File: src/rtl/pc_gen_if.sv
// Request/response signals between the fetch control logic and the PC generator.
// The slave modport is the pc_gen side; the master modport drives its requests.
interface pc_gen_if #(
  parameter int AW        = 32,
  parameter int RAS_DEPTH = 4
);
  localparam int CW = $clog2(RAS_DEPTH) + 1;

  logic          jtag_reset_i;
  logic          jump_i;
  logic [AW-1:0] jump_addr_i;
  logic [2:0]    hold_i;
  logic          fetch_ready_i;
  logic          inst_c_i;
  logic          push_i;
  logic [AW-1:0] push_addr_i;
  logic          ret_i;
  logic [AW-1:0] pc_o;
  logic          pc_valid_o;
  logic [CW-1:0] ras_cnt_o;
  logic          ret_miss_o;

  modport master (
    output jtag_reset_i, jump_i, jump_addr_i, hold_i, fetch_ready_i, inst_c_i,
           push_i, push_addr_i, ret_i,
    input  pc_o, pc_valid_o, ras_cnt_o, ret_miss_o
  );

  modport slave (
    input  jtag_reset_i, jump_i, jump_addr_i, hold_i, fetch_ready_i, inst_c_i,
           push_i, push_addr_i, ret_i,
    output pc_o, pc_valid_o, ras_cnt_o, ret_miss_o
  );
endinterface

File: src/rtl/pc_gen.sv
// Fetch PC generator: redirect, return-address-stack prediction, stall and
// sequential increment, with a circular overwrite-oldest return address stack.
module pc_gen #(
  parameter int            AW         = 32,
  parameter logic [AW-1:0] RESET_ADDR = '0,
  parameter int            RAS_DEPTH  = 4,
  parameter bit            C_EXT      = 1'b1
) (
  input  logic   clk,
  input  logic   rst,
  pc_gen_if.slave bus
);
  localparam int PW = $clog2(RAS_DEPTH);
  localparam int CW = PW + 1;

  localparam logic [AW-1:0] ALIGN_MASK = C_EXT ? {{(AW-1){1'b1}}, 1'b0}
                                               : {{(AW-2){1'b1}}, 2'b00};
  localparam logic [CW-1:0] CNT_FULL   = CW'(RAS_DEPTH);
  localparam logic [AW-1:0] STEP_C     = AW'(2);
  localparam logic [AW-1:0] STEP_W     = AW'(4);

  logic [AW-1:0] pc;
  logic [AW-1:0] pc_next;
  logic          pc_valid;
  logic          ret_miss;
  logic [CW-1:0] ras_cnt;
  logic [PW-1:0] wr_ptr;
  logic [PW-1:0] top_ptr;
  logic [AW-1:0] ras_mem [RAS_DEPTH];

  logic in_reset;
  logic ras_empty;
  logic do_pop;
  logic do_miss;
  logic stall;

  assign in_reset  = rst | bus.jtag_reset_i;
  assign ras_empty = (ras_cnt == '0);
  // wr_ptr points at the next free slot, so the newest entry sits one below it.
  assign top_ptr   = wr_ptr - PW'(1);
  assign do_pop    = ~bus.jump_i & bus.ret_i & ~ras_empty;
  assign do_miss   = ~bus.jump_i & bus.ret_i & ras_empty;
  assign stall     = (bus.hold_i != 3'd0) | ~bus.fetch_ready_i;

  // NOTE: every always_comb output gets a default first so no latch can be inferred.
  always_comb begin
    pc_next = pc;
    if (bus.jump_i) begin
      pc_next = bus.jump_addr_i & ALIGN_MASK;
    end else if (do_pop) begin
      pc_next = ras_mem[top_ptr];
    end else if (!stall) begin
      pc_next = pc + ((C_EXT && bus.inst_c_i) ? STEP_C : STEP_W);
    end
  end

  // NOTE: sequential state uses non-blocking assignments so all registers
  // update together from values sampled before the edge.
  always_ff @(posedge clk) begin
    if (in_reset) begin
      pc       <= RESET_ADDR & ALIGN_MASK;
      pc_valid <= 1'b0;
      ret_miss <= 1'b0;
      ras_cnt  <= '0;
      wr_ptr   <= '0;
    end else begin
      pc       <= pc_next;
      pc_valid <= 1'b1;
      ret_miss <= do_miss;
      if (bus.push_i && !do_pop) begin
        wr_ptr <= wr_ptr + PW'(1);
        if (ras_cnt != CNT_FULL) ras_cnt <= ras_cnt + CW'(1);
      end else if (do_pop && !bus.push_i) begin
        wr_ptr  <= top_ptr;
        ras_cnt <= ras_cnt - CW'(1);
      end
    end
  end

  // NOTE: the stack storage has no reset; ras_cnt alone decides which entries
  // are meaningful, so the array can map onto plain RAM/registers without reset.
  always_ff @(posedge clk) begin
    if (!in_reset && bus.push_i) begin
      // Push with a pop replaces the top entry; otherwise write the free slot,
      // which is the oldest entry once the stack is full.
      ras_mem[do_pop ? top_ptr : wr_ptr] <= bus.push_addr_i;
    end
  end

  assign bus.pc_o       = pc;
  assign bus.pc_valid_o = pc_valid;
  assign bus.ras_cnt_o  = ras_cnt;
  assign bus.ret_miss_o = ret_miss;
endmodule

File: src/flat_wrapper.sv
// flat-port wrapper written by rule: the top's interface ports become plain ports
module pc_gen_flat 
#(
  parameter int            AW         = 32,
  parameter logic [AW-1:0] RESET_ADDR = '0,
  parameter int            RAS_DEPTH  = 4,
  parameter bit            C_EXT      = 1'b1
)
  (clk, rst, bus_jtag_reset_i, bus_jump_i, bus_jump_addr_i, bus_hold_i, bus_fetch_ready_i, bus_inst_c_i, bus_push_i, bus_push_addr_i, bus_ret_i, bus_pc_o, bus_pc_valid_o, bus_ras_cnt_o, bus_ret_miss_o);
  pc_gen_if #(.AW(AW), .RAS_DEPTH(RAS_DEPTH)) bus_i ();
  input  logic clk;
  input  logic rst;
  input wire logic [$bits(bus_i.jtag_reset_i)-1:0] bus_jtag_reset_i;
  input wire logic [$bits(bus_i.jump_i)-1:0] bus_jump_i;
  input wire logic [$bits(bus_i.jump_addr_i)-1:0] bus_jump_addr_i;
  input wire logic [$bits(bus_i.hold_i)-1:0] bus_hold_i;
  input wire logic [$bits(bus_i.fetch_ready_i)-1:0] bus_fetch_ready_i;
  input wire logic [$bits(bus_i.inst_c_i)-1:0] bus_inst_c_i;
  input wire logic [$bits(bus_i.push_i)-1:0] bus_push_i;
  input wire logic [$bits(bus_i.push_addr_i)-1:0] bus_push_addr_i;
  input wire logic [$bits(bus_i.ret_i)-1:0] bus_ret_i;
  output wire logic [$bits(bus_i.pc_o)-1:0] bus_pc_o;
  output wire logic [$bits(bus_i.pc_valid_o)-1:0] bus_pc_valid_o;
  output wire logic [$bits(bus_i.ras_cnt_o)-1:0] bus_ras_cnt_o;
  output wire logic [$bits(bus_i.ret_miss_o)-1:0] bus_ret_miss_o;
  assign bus_i.jtag_reset_i = bus_jtag_reset_i;
  assign bus_i.jump_i = bus_jump_i;
  assign bus_i.jump_addr_i = bus_jump_addr_i;
  assign bus_i.hold_i = bus_hold_i;
  assign bus_i.fetch_ready_i = bus_fetch_ready_i;
  assign bus_i.inst_c_i = bus_inst_c_i;
  assign bus_i.push_i = bus_push_i;
  assign bus_i.push_addr_i = bus_push_addr_i;
  assign bus_i.ret_i = bus_ret_i;
  assign bus_pc_o = bus_i.pc_o;
  assign bus_pc_valid_o = bus_i.pc_valid_o;
  assign bus_ras_cnt_o = bus_i.ras_cnt_o;
  assign bus_ret_miss_o = bus_i.ret_miss_o;
  pc_gen #(.AW(AW), .RESET_ADDR(RESET_ADDR), .RAS_DEPTH(RAS_DEPTH), .C_EXT(C_EXT)) u_core (.clk(clk), .rst(rst), .bus(bus_i));
endmodule
File: config.mk
export PLATFORM = sky130hd
export DESIGN_NAME = pc_gen_flat
export DESIGN_NICKNAME = d
export VERILOG_FILES = /design/src/rtl/pc_gen_if.sv /design/src/rtl/pc_gen.sv /design/src/flat_wrapper.sv
export SDC_FILE = /design/constraint.sdc
export NUM_CORES = 1
export LEC_CHECK = 0
export BUFFER_PORTS_ARGS = -buffer_cell sky130_fd_sc_hd__buf_4
export CORE_MARGIN = 2
export CORE_UTILIZATION = 50
export CTS_BUF_LIST = sky130_fd_sc_hd__clkbuf_2
export CTS_CLUSTER_SIZE = 12
export DETAILED_ROUTE_END_ITERATION = 10
export MAX_ROUTING_LAYER = met4
export PLACE_DENSITY = 0.81
export SYNTH_ARGS = -nofsm -noshare
export SYNTH_HDL_FRONTEND = slang
export SYNTH_SLANG_ARGS = --single-unit
File: constraint.sdc
create_clock -name clk -period 5.1 [get_ports clk]
set_input_delay 0.51 -clock clk [delete_from_list [all_inputs] [get_ports clk]]
set_output_delay 0.51 -clock clk [all_outputs]
set_load 0.01 [all_outputs]
; ---- After elaboration in Yosys (flattened, before gate mapping)
; Memory sizes are Yosys's and may differ from the RTL's.
; Cells that the tools add are included.
[word_totals]
mem_count = 1
register_bits = 39
ram_bits = 128
[classes]
n_bitwise = 8
n_eq_ne = 4
n_reduce_logical = 11
add_sub_neg = 5
mux = 13
[memory_table]
columns = memory, depth, word_bits, rd, rd_clocked_by_memory_dff, wr, line_no
row1 = u_core.ras_mem, 4, 32, 1, 0, 1, pc_gen.sv:29  ; logic [AW-1:0] ras_mem [RAS_DEPTH];
[op_table]
columns = operator, count
row1 = $mux 32, 3
row2 = $add 32x32->32, 1
row3 = $mux 3, 4
row4 = $mux 2, 3
row5 = $add 3x1->3 const B, 1
row6 = $and 1x1->1, 3
row7 = $logic_and 1x1->1, 3
row8 = $logic_not 1->1, 3
row9 = $logic_not 3->1, 1
row10 = $mux 1, 3
row11 = $ne 3x2->1 const B, 1
row12 = $ne 3x3->1 const B, 1
row13 = $not 1->1, 3
row14 = $reduce_bool 3->1, 1
row15 = $sub 3x1->3 const B, 1
row16 = $add 2x1->2 const B, 1
row17 = $ne 2x1->1 const B, 1
row18 = $ne 2x2->1 const B, 1
row19 = $or 1x1->1, 2
row20 = $reduce_and 2->1, 1
row21 = $reduce_bool 2->1, 1
row22 = $reduce_or 2->1, 1
row23 = $sub 2x1->2 const B, 1

; ---- Logic depth before layout (Yosys ltp)
[depth]
word_depth = 7
mapped_depth = 10

; ---- Worst setup path before layout
; No wires, ideal clock.
[synth_path]
path_type = input-to-reg
startpoint = input bus_jtag_reset_i
endpoint = memory u_core.ras_mem[3][0] (enable)
arrival_time_ps = 4021
path_stages = 5
slack_ps = 618
path_buffers = 3
t_required_ps = 4639
path_cell_list = or2_2 > dlygate4sd3_1 > clkbuf_8 > clkbuf_1 > nor3_1
[synth_via]
elab_chain_cells = 5
[synth_lines]
columns = item, line_no
row1 = from (decl), flat_wrapper.sv:13  ; input wire logic [$bits(bus_i.jtag_reset_i)-1:0] bus_jtag_reset_i;
row2 = $or 1x1->1, pc_gen.sv:37  ; assign in_reset = rst | bus.jtag_reset_i;
row3 = $logic_not 1->1, pc_gen.sv:83  ; if (!in_reset && bus.push_i) begin
row4 = $logic_and 1x1->1, pc_gen.sv:83
row5 = $mux 1, pc_gen.sv:83
row6 = $mux 1, pc_gen.sv:86  ; ras_mem[do_pop ? top_ptr : wr_ptr] <= bus.push_addr_i;
row7 = to (decl), pc_gen.sv:29
; Every way passes these cells.

; ---- Final worst setup path
[layout_path]
startpoint = register u_core.wr_ptr[1]
endpoint = memory u_core.ras_mem[1][18] (enable)
[layout_via]
elab_chain_cells = 2
[layout_lines]
columns = item, line_no
row1 = from (decl), pc_gen.sv:27  ; logic [PW-1:0] wr_ptr;
row2 = from (signal assigned), pc_gen.sv:71  ; wr_ptr <= wr_ptr + PW'(1);
row3 = from (signal assigned), pc_gen.sv:74  ; wr_ptr <= top_ptr;
row4 = $sub 2x1->2, pc_gen.sv:40  ; assign top_ptr = wr_ptr - PW'(1);
row5 = $mux 2 *, pc_gen.sv:86
; Every way passes the cells marked *; elsewhere a longest branch is shown, timed or not.

==> summary.txt <==
Drt
  – TritonRoute pass-1 iters: 6
  – Routed Antenna Nets: 0
  – Routed vias/inst: around 6.3
  – Routed vias: 5757
  – DRT Wirelength: 19.9 mm
  – Number of DRC markers in iteration 0: between 700 and 800
  – Avg WL per Cell: between 20 and 25 um
  – Drt drc: 0

Power
  – Comb power frac: 12.3%
  – VDD IR max: 193 uV
  – Sw Share: 25.6%
  – Internal power: about 1.9 mW
  – Seq pwr share: 59.1%
  – Leakage power: 3.16 nW
  – Pwr per Cell Area: 282 nW/um^2
  – Clk pwr share: 28.5%
  – Switching Power: 662 uW

Clocking
  – Post-CTS Setup Inserts: 0
  – CTS H-tree lvls: 4
  – CTS tree: yes
  – Clock latency on the worst-skew pair: 0.78 ns
  – CTS sink cnt: ~170
  – TritonCTS Buffers: 17
  – Clk slew on worst S/H paths: 0.23 ns
  – CTS Root Cell: clkbuf_2
  – Max Root-Sink Buffers: 2

Logic synthesis
  – Sequential share of the synthesized area: approximately three fifths
  – Yosys top cell by area: edfxtp_1
  – Mux contribution to synthesized area: 9.19%
  – Top cells by count, synth: edfxtp_1 (128), dfxtp_1 (39), nor2_1 (39), nand2_1 (29), a31oi_1 (27)
  – Simple-gate share of the synthesized area: 12.7%
  – EDFF count, synth: 128
  – Synth Area in Compound Gates: 11.5%
  – Largest family of logic cells by synthesized area: simple AND/OR/NAND/NOR gates
  – Most used DFF post-synth: edfxtp_1
  – Yosys warns: 0
  – Adder-Cell Fraction of Synth Area: 1.19%
  – Netlist Area Pre-Place: 7560 sq um
  – XOR/XNOR share of the synthesized area: 1.27%
  – Seq cells post-synth: 167
  – Async set or reset register ratio after synthesis: 0%
  – Top cell type's share of synthesized area: 50.9%
  – Netlist cell types: 66
  – Most common cell in the netlist: edfxtp_1
  – Avg Inst Size Synth: 13.1 sq um
  – Net Count, Synth: between 600 and 700
  – Post-Synthesis Cells: 577
  – Largest cells by area after synthesis: edfxtp_1 (51%), dfxtp_1 (10%), mux4_2 (5.1%)

STA
  – Fin. max-slew vios: 0
  – Final hold violations: 0
  – Worst relative slew slack: roughly 15%
  – Final setup violation count: 0
  – Final TNS setup: 0 ns
  – Final cycle utilization of the critical path: between 60% and 70%
  – Fmax: 311 MHz
  – Unrepaired setup endpoints after global routing: false
  – Post-layout min period: 3.21 ns
  – Worst Max-Slew Pin Slew: 1.27 ns
  – Clk_skew: 0.0303 ns

Final layout
  – Area delta synth->final: 21.4%
  – # diodes: 0
  – Ratio of cells with drive above 1 in the final layout: ~27%
  – Nets: 803
  – Util after Layout: between 60% and 70%

Placement
  – Input/output buffers: 110
  – Post-DP HPWL: about 13 mm
  – Routability Congestion: 0.901

Setup path
  – Setup slack, reg-to-reg: 1.89 ns
  – Slowest CP cell: dfxtp_1
  – WP data arrival: 3.67 ns
  – CP Capture Type: flip-flop
  – Critical path data required time: 5.56 ns
  – CP delay by family, top: flip-flops
  – Crit path max fanout: 25
  – Crit path cell chain: inv_1, mux2i_1, and3_1, buf_4
  – Setup Crit Path Kind: reg -> reg
  – CP startpoint kind: flip-flop
  – Max stage delay on crit path: 1.22 ns
  – Buffers plus inverters on the worst setup path: 2

GRT
  – Pin count of the biggest net entering global routing: 55
  – Total GRT Usage: 25.7%
  – Vias in the first global route: ~5.6k
  – Gr ovfl total: 0
  – Initial antenna violation count: 0
  – Global-route wire length before repair: 30.4 mm

Min path
  – Type of the tightest min-delay check: in -> reg

Floorplanning
  – DIE HEIGHT: between 100 and 150 um
  – Die ar.: 16100 sq um
  – Die X: 127 um
  – Initial Utilization: between 50% and 60%
  – FP Rows: 44
  – I/O pin count: 112
  – Core box area: 14600 sq um

Outcome
  – Outcome: complete, no violations

Flow run
  – Number of max-cap violations: 0
## tightest hold or removal path, stage by stage
cell and delay, ns:
buf_4 0.08, a21oi_1 0.05, a21oi_1 0.12
## final timing paths
kind,from,end,cells past startpoint
setup / recovery,u_core.wr_ptr[1],u_core.ras_mem[1][18],4
hold / removal,bus_jump_addr_i[5],u_core.bus.pc_o[5],3
setup reg to reg,u_core.wr_ptr[1],u_core.ras_mem[1][18],4
hold reg to reg,u_core.bus.pc_o[12],u_core.bus.pc_o[12],2
## cell type report
cell class / instances / area [sq um]
sequential: 167 / 4630
inverter: 11 / 41.3
multi-input combinational: 367 / 2720
tap: 184 / 230
fill: 1102 / 5470
clock buffer: 20 / 100
timing repair buffer: 158 / 1310
clock inverter: 12 / 151
## per-stage QoR
stage	setup WS [ns]	hold slack (ns)	cell area [sq um]	instances	power (mW)
finish	1.89	0.0292	9180	919	2.58
global route	1.75	0.0204	9180	919	2.67
CTS	1.99	0.00540	9180	919	2.58
detailed placement	1.83	0.526	8570	852	1.85
global placement	1.97	0.512	8570	852	1.84
floorplan	0.618	0.536	7560	577	1.71
## timing repair
action                                 4_1_cts  5_1_grt
endpoints found under the hold margin      131        0
hold buffers                                35        0
gates resized for setup                      0        0
setup endpoints to repair                    0        0
## power by group through the flow
stage,Sequential [mW],Clock (mW),Combinational [mW]
floorplan,1.55,0,0.157
global placement,1.55,0,0.284
detailed placement,1.56,0,0.292
CTS,1.53,0.738,0.314
global route,1.53,0.793,0.342
finish,1.53,0.737,0.319
## sequential cells by signal (all words and copies together), names as in the netlist, named ones only
signal,cells
u_core.bus.pc_o,31
u_core.wr_ptr,2
u_core.bus.pc_valid_o,1
u_core.bus.ras_cnt_o,3
u_core.ras_mem,128
u_core.bus.ret_miss_o,1
## cell usage in the layout, fill, tap and decap left out, drive strengths merged, types with 12 or more instances in the layout
| cell type | count |
|---|---|
| a31oi | 27 |
| a211oi | 13 |
| nor2 | 39 |
| o21ai | 22 |
| edfxtp | 128 |
| dlygate4sd3 | 35 |
| mux4 | 17 |
| a21oi | 27 |
| dfxtp | 39 |
| nor3 | 13 |
| inv | 12 |
| clkbuf | 20 |
| mux2i | 21 |
| nand2 | 29 |
| buf | 123 |
| nand3 | 21 |
## layer usage
layer  share of wire (%)  global-route usage [%]
met1                  39                    32.6
met2                  48                    40.0
met3                 9.8                    5.99
met4                 3.2                    10.7
met5                   0                       -
## kinds of logic (layout without fill, tap and decap cells)
family,after synthesis,in the layout
flops,167,167
buf+inv,43,201
xor+xnor,11,11
simple gates,173,173
fa+ha+maj,6,6
mux,47,47
compound gates,130,130
Power figures use the tool's default switching activity.
